===== src/rtl/cluster_pass_scheduler.sv =====
// ============================================================================
// cluster_pass_scheduler: per-BX issue of fixed-width cluster encoder passes
// Revision: 1.0
// ============================================================================
`default_nettype none

module cluster_pass_scheduler #(
  parameter  int CNT_W             = 11,
  parameter  int CLUSTERS_PER_PASS = 8,
  parameter  int MAX_PASSES        = 4,
  parameter  int STAT_W            = 16,
  localparam int IDX_W             = (MAX_PASSES > 1) ? $clog2(MAX_PASSES) : 1
) (
  input  logic              clock4x,
  input  logic              reset_n,
  input  logic              bx_strobe_i,
  input  logic              enable_i,
  input  logic [CNT_W-1:0]  cnt_i,
  input  logic              pass_ready_i,
  input  logic              clear_stats_i,
  output logic              pass_valid_o,
  output logic [IDX_W-1:0]  pass_idx_o,
  output logic              pass_last_o,
  output logic [CNT_W-1:0]  frame_cnt_o,
  output logic              overflow_o,
  output logic              truncated_o,
  output logic [STAT_W-1:0] ovf_bx_count_o
);

  localparam int SHIFT = $clog2(CLUSTERS_PER_PASS);
  localparam int REM_W = $clog2(MAX_PASSES + 1);
  localparam logic [CNT_W:0] ROUND  = (CNT_W+1)'(CLUSTERS_PER_PASS - 1);
  localparam logic [CNT_W:0] BUDGET = (CNT_W+1)'(MAX_PASSES * CLUSTERS_PER_PASS);
  localparam logic [CNT_W:0] MAXP   = (CNT_W+1)'(MAX_PASSES);

  localparam logic [0:0] S_IDLE  = 1'b0;
  localparam logic [0:0] S_ISSUE = 1'b1;

  logic [1:0]        phase_q, phase_d, cur_phase;
  logic              capture;
  logic [CNT_W-1:0]  cnt_eff;
  logic [CNT_W:0]    need;
  logic [REM_W-1:0]  passes;
  logic              ovf_new;
  logic              hs;
  logic [0:0]        state_q, state_d;
  logic [REM_W-1:0]  rem_q, rem_d, rem_after;
  logic [IDX_W-1:0]  idx_q, idx_d;
  logic [CNT_W-1:0]  fcnt_q, fcnt_d;
  logic              ovf_q, ovf_d;
  logic              trunc_q, trunc_d;
  logic [STAT_W-1:0] stat_q, stat_d;

  // A strobe forces the current cycle to phase 0 regardless of the count.
  assign cur_phase = bx_strobe_i ? 2'd0 : phase_q;
  assign phase_d   = cur_phase + 2'd1;
  assign capture   = (cur_phase == 2'd0);

  assign cnt_eff = enable_i ? cnt_i : '0;
  assign need    = ({1'b0, cnt_eff} + ROUND) >> SHIFT;
  assign passes  = (need > MAXP) ? REM_W'(MAX_PASSES) : need[REM_W-1:0];
  assign ovf_new = ({1'b0, cnt_eff} > BUDGET);

  assign hs        = (state_q == S_ISSUE) && pass_ready_i;
  assign rem_after = hs ? (rem_q - REM_W'(1)) : rem_q;

  always_comb begin
    state_d = state_q;
    rem_d   = rem_q;
    idx_d   = idx_q;
    fcnt_d  = fcnt_q;
    ovf_d   = ovf_q;
    trunc_d = 1'b0;
    stat_d  = stat_q;
    if (capture) begin
      // Any handshake this cycle still counts before the new frame replaces state.
      trunc_d = (state_q == S_ISSUE) && (rem_after != '0);
      fcnt_d  = cnt_eff;
      ovf_d   = ovf_new;
      rem_d   = passes;
      idx_d   = '0;
      state_d = (passes != '0) ? S_ISSUE : S_IDLE;
      if (ovf_new && (stat_q != '1)) begin
        stat_d = stat_q + STAT_W'(1);
      end
    end else if (hs) begin
      rem_d = rem_after;
      idx_d = idx_q + IDX_W'(1);
      if (rem_q == REM_W'(1)) begin
        state_d = S_IDLE;
      end
    end
    if (clear_stats_i) begin
      stat_d = '0;
    end
  end

  always_ff @(posedge clock4x or negedge reset_n) begin
    if (!reset_n) begin
      phase_q <= 2'd0;
      state_q <= S_IDLE;
      rem_q   <= '0;
      idx_q   <= '0;
      fcnt_q  <= '0;
      ovf_q   <= 1'b0;
      trunc_q <= 1'b0;
      stat_q  <= '0;
    end else begin
      phase_q <= phase_d;
      state_q <= state_d;
      rem_q   <= rem_d;
      idx_q   <= idx_d;
      fcnt_q  <= fcnt_d;
      ovf_q   <= ovf_d;
      trunc_q <= trunc_d;
      stat_q  <= stat_d;
    end
  end

  assign pass_valid_o   = (state_q == S_ISSUE);
  assign pass_idx_o     = idx_q;
  assign pass_last_o    = (state_q == S_ISSUE) && (rem_q == REM_W'(1));
  assign frame_cnt_o    = fcnt_q;
  assign overflow_o     = ovf_q;
  assign truncated_o    = trunc_q;
  assign ovf_bx_count_o = stat_q;

endmodule

`default_nettype wire


===== config.mk =====
export PLATFORM = sky130hd
export DESIGN_NAME = cluster_pass_scheduler
export DESIGN_NICKNAME = d
export VERILOG_FILES = /design/src/rtl/cluster_pass_scheduler.sv
export SDC_FILE = /design/constraint.sdc
export NUM_CORES = 1
export LEC_CHECK = 0
export CAP_MARGIN = 25
export CORE_MARGIN = 1.5
export CORE_UTILIZATION = 49
export CTS_CLUSTER_SIZE = 8
export DETAILED_ROUTE_END_ITERATION = 7
export PLACE_DENSITY = 0.8
export SYNTH_ARGS = -nofsm -noshare
export SYNTH_HDL_FRONTEND = slang
export SYNTH_SLANG_ARGS = --single-unit

===== constraint.sdc =====
create_clock -name clock4x -period 2.83 [get_ports clock4x]
set_clock_uncertainty 0.2 [all_clocks]
set_input_delay 0.566 -clock clock4x [delete_from_list [all_inputs] [get_ports clock4x]]
set_output_delay 0.566 -clock clock4x [all_outputs]
set_load 0.02 [all_outputs]

## After elaboration in Yosys (flattened, before gate mapping)

Cells that the tools add are included.

- Add/subtract/negate cells: 5
- Magnitude comparators: 2
- Equal/unequal tests: 2
- Muxes and demuxes: 16
- Reductions and logical operators: 13

Operators by type and width:

| cell | count |
|---|---|
| two-way mux 16 bit | 3 |
| adder 16 x 1 -> 16 bit (second input constant) | 1 |
| inequality test 16 bit (second input constant) | 1 |
| adder 11 x 3 -> 12 bit (second input constant) | 1 |
| two-way mux 3 bit | 4 |
| > comparator 11 x 6 -> 1 bit (second input constant) | 1 |
| two-way mux 11 bit | 1 |
| > comparator 9 x 3 -> 1 bit (second input constant) | 1 |
| nonzero test 2 bit | 4 |
| two-way mux 2 bit | 3 |
| nonzero test 3 bit | 2 |
| two-way mux 1 bit | 5 |
| adder 2 x 1 -> 2 bit (second input constant) | 2 |
| logical AND 1 bit | 4 |
| AND reduction 2 bit | 2 |
| equality test 3 x 1 -> 1 bit (second input constant) | 1 |
| subtractor 3 x 1 -> 3 bit (second input constant) | 1 |
| zero test 2 bit | 1 |

- Flip-flop bits (word level): 37
- Bits of input ports: 17
- Output and inout bits: 33
- Logic and storage cells: 46

## Depth between registers and ports, before layout

Gate-level depths: netlist of the first run.

- Depth in word-level cells: 7
- Mapped depth: 9
- Mapped depth without buffers: 7

## Least setup slack after synthesis of the first run

No wires, ideal clock.

- Path kind: input to register
- From: input port bx_strobe_i
- To: register stat_q[5] (netlist: ovf_bx_count_o[5])
- Setup time: 0.078 ns
- Arrival time: 1.970 ns
- Required time: 2.552 ns
- Slack: 0.582 ns
- Stages on the path: 8
- Buffers on the path: 1
- Cell sequence: nand2b_1 > ha_1 > nand2_1 > a21oi_2 > nor2_1 > buf_2 > or4_1 > a21oi_1

- Longest elaborated chain between the ends: 4

RTL lines:

| element | RTL line | RTL |
|---|---|---|
| start: declaration | 16 | `input logic bx_strobe_i,` |
| two-way mux 2 bit | 55 | `assign cur_phase = bx_strobe_i ? 2'd0 : phase_q;` |
| zero test 2 bit | 57 | `assign capture = (cur_phase == 2'd0);` |
| nonzero test 2 bit (no source line) | -- |  |
| AND reduction 2 bit (no source line) | -- |  |
| end signal: assignment | 116 | `stat_q <= stat_d;` |
| end: declaration | 52 | `logic [STAT_W-1:0] stat_q, stat_d;` |

No other way between the ends.
A chain may end at the register's enable or synchronous reset.

## Final worst setup path of the first run

- From: input port bx_strobe_i
- To: register stat_q[8] (netlist: ovf_bx_count_o[8])

Same word-level chain as after synthesis.

==> results of run 1 <==
-- logic make-up (layout without fill, tap and decap cells) --
family | Yosys count | count (layout) | synth area share (%)
AND/OR/NAND/NOR | 86 | 86 | 25.6
flip-flops | 37 | 37 | 46.9
multiplexers | 5 | 5 | 2.72
buffers and inverters | 26 | 81 | 5.07
XOR/XNOR | 8 | 8 | 3.55
adder cells (fa/ha/maj) | 4 | 4 | 2.53
AO/OA/AOI/OAI | 43 | 43 | 13.6
-- per-layer routing --
| layer | vias up | GRT usage, % | wire (um) |
|---|---|---|---|
| li1 | 855 | - | - |
| met1 | 843 | 30.3 | 2060 |
| met2 | 49 | 37.6 | 2290 |
| met3 | 7 | 5.41 | 217 |
| met4 | 0 | 11.0 | 74 |
| met5 | - | 0 | 0 |
-- metrics by stage --
step           instance area, sq um  util [%]  hold slack, ps  power [uW]  worst slack, ps
6_report                       2650      70.3             251        1280              325
5_1_grt                        2650      70.3             282        1350              200
4_1_cts                        2650      70.3             253        1290              316
3_5_place_dp                   2560      68.0             237         918             39.6
3_3_place_gp                   2560      68.0             233         910              157
2_1_floorplan                  1970         -            70.4         768              582
-- Yosys cell counts, types with 3 or more instances --
master     n  share of area (%)
ha_1       4                2.5
nor2_1    12                2.3
nand3_1   17                4.3
inv_1     16                3.0
o31ai_1    4                1.5
nand4_1    4                1.3
xor2_1     3                1.3
o21ai_0   15                3.8
or4_1      7                2.7
nor2b_1    6                1.9
dfrtp_1   37                 47
clkbuf_1   8                1.5
nand2_1   14                2.7
mux2_1     3                1.7
o21ai_1    3               0.76
xnor2_1    5                2.2
a21oi_1    8                2.0
nor3_1     4                1.0
nand2b_1   3               0.95
o211ai_1   3                1.1
-- critical path: stages --
cell and delay, ps:
clkdlybuf4s50_1 470, nand2b_1 120, ha_1 200, nand3_1 110
a21oi_2 160, nor2_1 90, buf_12 160, or4b_1 460
a21oi_1 180
-- cell type report --
cell class,instances,area share [%]
clock buffer,7,3.26
inverter,16,2.27
multi-input combinational,146,35.8
sequential,37,34.9
tap,48,2.27
timing repair buffer,58,21.5
-- sequential cells by signal, indices dropped and copies added (netlist names) --
register and cells:
ovf_bx_count_o 16, frame_cnt_o 11, rem_q 3, pass_idx_o 2
phase_q 2, overflow_o 1, pass_valid_o 1, truncated_o 1
-- worst min path at each step --
stage                     from              to  slack (ps)  cells after the start
floorplan              reset_n  frame_cnt_o[0]          70                      0
global placement    phase_q[0]      phase_q[0]         230                      1
detailed placement  phase_q[0]      phase_q[0]         240                      1
CTS                 phase_q[0]      phase_q[0]         250                      1
global route        phase_q[0]      phase_q[0]         280                      1
finish              phase_q[0]      phase_q[0]         250                      1
-- report_power, final --
part           total (uW)  switching, uW  internal [uW]
clock network         372            179            193
logic                 302            158            143
registers             606           33.3            573
==> out/qor.csv, run 1 <==
metric,value,unit
syn_area_per_cell,9.45,sq um
grt.overflow.total,0,
vdd_drop_max,0.353,mV
cts-buffers-inserted,5,
htree_levels,2,
port-buffer-count,49,
seq_area_frac_synth,46.9,%
layout.cells.most_common_list,"clkdlybuf4s50_1, dfrtp_1, nand3_1",
period_needed,2510,ps
rr_startpoint,ovf_bx_count_o[0],
tns,0,ps
endpoint,ovf_bx_count_o[8],
wl_per_cell,14.9,um
synth_edf_count,0,
register_area,926,sq um
fill_cells,317,
clkTransAtPathRegs,70,ps
cts_resized,0,
fp.dieW,66.5,um
tightest_slew,468,ps
finalNetCount,285,
startpoint_type,input port,
synth-seq-cells,37,
holdBufCountCts,0,
post_cts_buffers,0,
cp.arrival,2510,ps
post-route-drc-count,0,
yosysUniqueCellTypes,44,
finalCritPeriodShare,88.5,%
hold_path.class,register to register,
slew_violations,0,
grt_pass1_vias,1696,
antenna_left,0,
via_per_inst,5.62,
synth_fp_nets,230,
clock_path_buffers,2,
finalSetupViolations,0,
cts_sinks,37,
synth-async-reset-ratio,100,%
synth_warnings,0,
status,finished clean,
drive_gt1_share,8.71,%
syn_inst,209,
insertion_delay,290,ps
drtIter0Drc,127,
num_antenna_cells,0,
layoutNonFillerInstCount,312,
clock.fmax,399,MHz
syn2layout_area_growth,34.3,%
dr_total_vias,1754,
grt_pass1_wl,7730,um
rsz0062_at_grt,false,
syn_area,0.00197,sq mm
cap_violations,0,
initial_core_util,52.4,%
die-area,0.00442,sq mm
p_leak,0.00109,uW
cp.required,2840,ps
slew_headroom,68.8,%
grt_max_degree,38,
crit_start,bx_strobe_i,
pin_count,50,
regToRegSetupSlack,720,ps
cts_tree,done,
crit_type,input port to register,
end_kind,register,
hold_viol_final,0,
dr.pass1.iters,4,
cts_root_buf,clkbuf_8,
placed_cells,305,
critical_path.max_fanout,20,
powerDensity,483,mW/mm^2
multi_input_area,948,sq um
antenna_found_initial,0,
rows,22,
wl,4640,um
dp_hpwl,3290,um
place_congestion,0.826,
die_y,66.5,um
core-area,0.00377,sq mm
worstReg2RegEnd,ovf_bx_count_o[11],
final_common_cell,clkdlybuf4s50_1,
synth_ff_type,dfrtp_1,
r2r_cells,6,
grt_usage,23.6,%
Note: power is estimated with default switching activity, not from simulation.
==> inputs of run 2 (changes only) <==
--- a/config.mk
+++ b/config.mk
@@ -11,6 +11,7 @@
 export CTS_CLUSTER_SIZE = 8
 export DETAILED_ROUTE_END_ITERATION = 7
 export PLACE_DENSITY = 0.8
+export SLEW_MARGIN = 20
 export SYNTH_ARGS = -nofsm -noshare
 export SYNTH_HDL_FRONTEND = slang
 export SYNTH_SLANG_ARGS = --single-unit
==> results of run 2 <==
No change in the layout: final DEF, timing and power equal those of run 1.
==> inputs of run 3 (changes only) <==
--- a/config.mk
+++ b/config.mk
@@ -7,10 +7,12 @@
 export LEC_CHECK = 0
 export CAP_MARGIN = 25
 export CORE_MARGIN = 1.5
-export CORE_UTILIZATION = 49
+export CORE_UTILIZATION = 50
 export CTS_CLUSTER_SIZE = 8
 export DETAILED_ROUTE_END_ITERATION = 7
-export PLACE_DENSITY = 0.8
+export DONT_BUFFER_PORTS = 1
+export REMOVE_ABC_BUFFERS = 1
+export SETUP_SLACK_MARGIN = 0.05
 export SLEW_MARGIN = 20
 export SYNTH_ARGS = -nofsm -noshare
 export SYNTH_HDL_FRONTEND = slang
==> out/qor.csv, run 3 (synthesized netlist as in run 1, its figures left out) <==
metric,value,unit
antenna_found_initial,0,
setup_ws,480,ps
vdd_drop_max,0.233,mV
slew_headroom,72.7,%
hold_path.class,input port to register,
largest_reg_flops,16,
drive_gt1_share,9.39,%
cts_root_buf,clkbuf_8,
wl,4450,um
via_per_inst,6.15,
die_y,65.8,um
final_common_cell,dfrtp_1,
syn2layout_area_growth,8.24,%
crit_type,register to register,
dr_total_vias,1604,
fp.dieW,65.8,um
rows,22,
fill_cells,345,
pin_count,50,
grt_pass1_wl,7300,um
dr.pass1.iters,4,
place_congestion,0.815,
clock_path_buffers,2,
grt_pass1_vias,1580,
end_kind,register,
dp_hpwl,3140,um
critical_path.max_fanout,11,
powerDensity,543,mW/mm^2
die-area,0.00433,sq mm
finalCritPeriodShare,83.1,%
tightest_slew,409,ps
core-area,0.00372,sq mm
period_needed,2350,ps
tns,0,ps
antenna_left,0,
htree_levels,2,
num_antenna_cells,0,
hold_viol_final,0,
slew_violations,0,
cp.arrival,2360,ps
hp-start,clear_stats_i,
post-route-drc-count,0,
cts-buffers-inserted,5,
grt_usage,22.4,%
status,finished clean,
finalNetCount,233,
initial_core_util,53.1,%
hold-worst-slack,131,ps
p_leak,0.000896,uW
rr_startpoint,phase_q[0],
startpoint_type,register,
wl_per_cell,17.0,um
drtIter0Drc,55,
clkTransAtPathRegs,70,ps
cts_tree,done,
insertion_delay,290,ps
crit_start,phase_q[0],
pre_cts_ws,265,ps
cts_sinks,37,
grt.overflow.total,0,
port-buffer-count,0,
clock.fmax,425,MHz
layout.cells.most_common_list,"dfrtp_1, nand3_1, inv_1",
finalSetupViolations,0,
post_cts_buffers,0,
rsz0062_at_grt,false,
cp.required,2840,ps
grt_max_degree,38,
cap_violations,0,
-- run 3: cell count changes in the layout (fill, tap and decap cells not counted) --
cell / before / now
clkbuf_8: 6 / 5
dlygate4sd3_1: 0 / 1
clkinv_2: 0 / 2
clkdlybuf4s50_1: 49 / 0
buf_4: 8 / 4
-- run 3: repair_timing --
| action | in CTS | in global routing |
|---|---|---|
| hold buffers | 2 | 0 |
| endpoints found under the hold margin | 37 | 0 |
| gates resized for setup | 0 | 0 |
-- run 3: where the power goes --
group	switching, uW	internal (uW)
clock	183	171
combinational	90.7	63.1
sequential	80.4	572
total	354	806
-- run 3: area by class of cell --
class                           count  area (sq um)  share of cell area [%]
Clock buffer                        6          72.6                    3.40
Clock inverter                      2          10.0                   0.468
Inverter                           16          60.1                    2.81
Multi-Input combinational cell    146           948                    44.4
Sequential cell                    37           926                    43.3
Tap cell                           48          60.1                    2.81
Timing Repair Buffer                6          60.1                    2.81
-- run 3: path summary, 6_finish.rpt --
kind | slack [ps] | end | cells after the start
worst max-delay path | 480 | ovf_bx_count_o[3] | 8
worst min-delay path | 130 | ovf_bx_count_o[11] | 1
worst max register to register | 480 | ovf_bx_count_o[3] | 8
worst min register to register | 280 | phase_q[0] | 1
max in group asynchronous | 1720 | ovf_bx_count_o[12] | 2
min in group asynchronous | 530 | truncated_o | 2
-- run 3: metrics by stage --
| step | utilization (%) | instances | cell area, sq um | power, uW |
|---|---|---|---|---|
| floorplan | - | 199 | 1930 | 758 |
| global placement | 54.5 | 251 | 2020 | 792 |
| detailed placement | 54.5 | 251 | 2020 | 802 |
| CTS | 57.5 | 261 | 2140 | 1180 |
| global route | 57.5 | 261 | 2140 | 1230 |
| finish | 57.5 | 261 | 2140 | 1160 |
-- run 3: worst max-delay path, stage by stage, from the launching register on --
cell	delay, ps
dfrtp_1	380
nand2b_1	100
ha_1	240
nand2_1	140
a21oi_2	210
nor2_1	150
buf_4	190
or4_1	480
a21oi_1	160
-- run 3: layer usage --
metal	part of all wire, %	vias to the layer above	GRT usage (%)
li1	-	750	-
met1	41	791	26.5
met2	49	56	36.9
met3	8.5	7	8.86
met4	1.5	0	7.81
met5	0	-	0
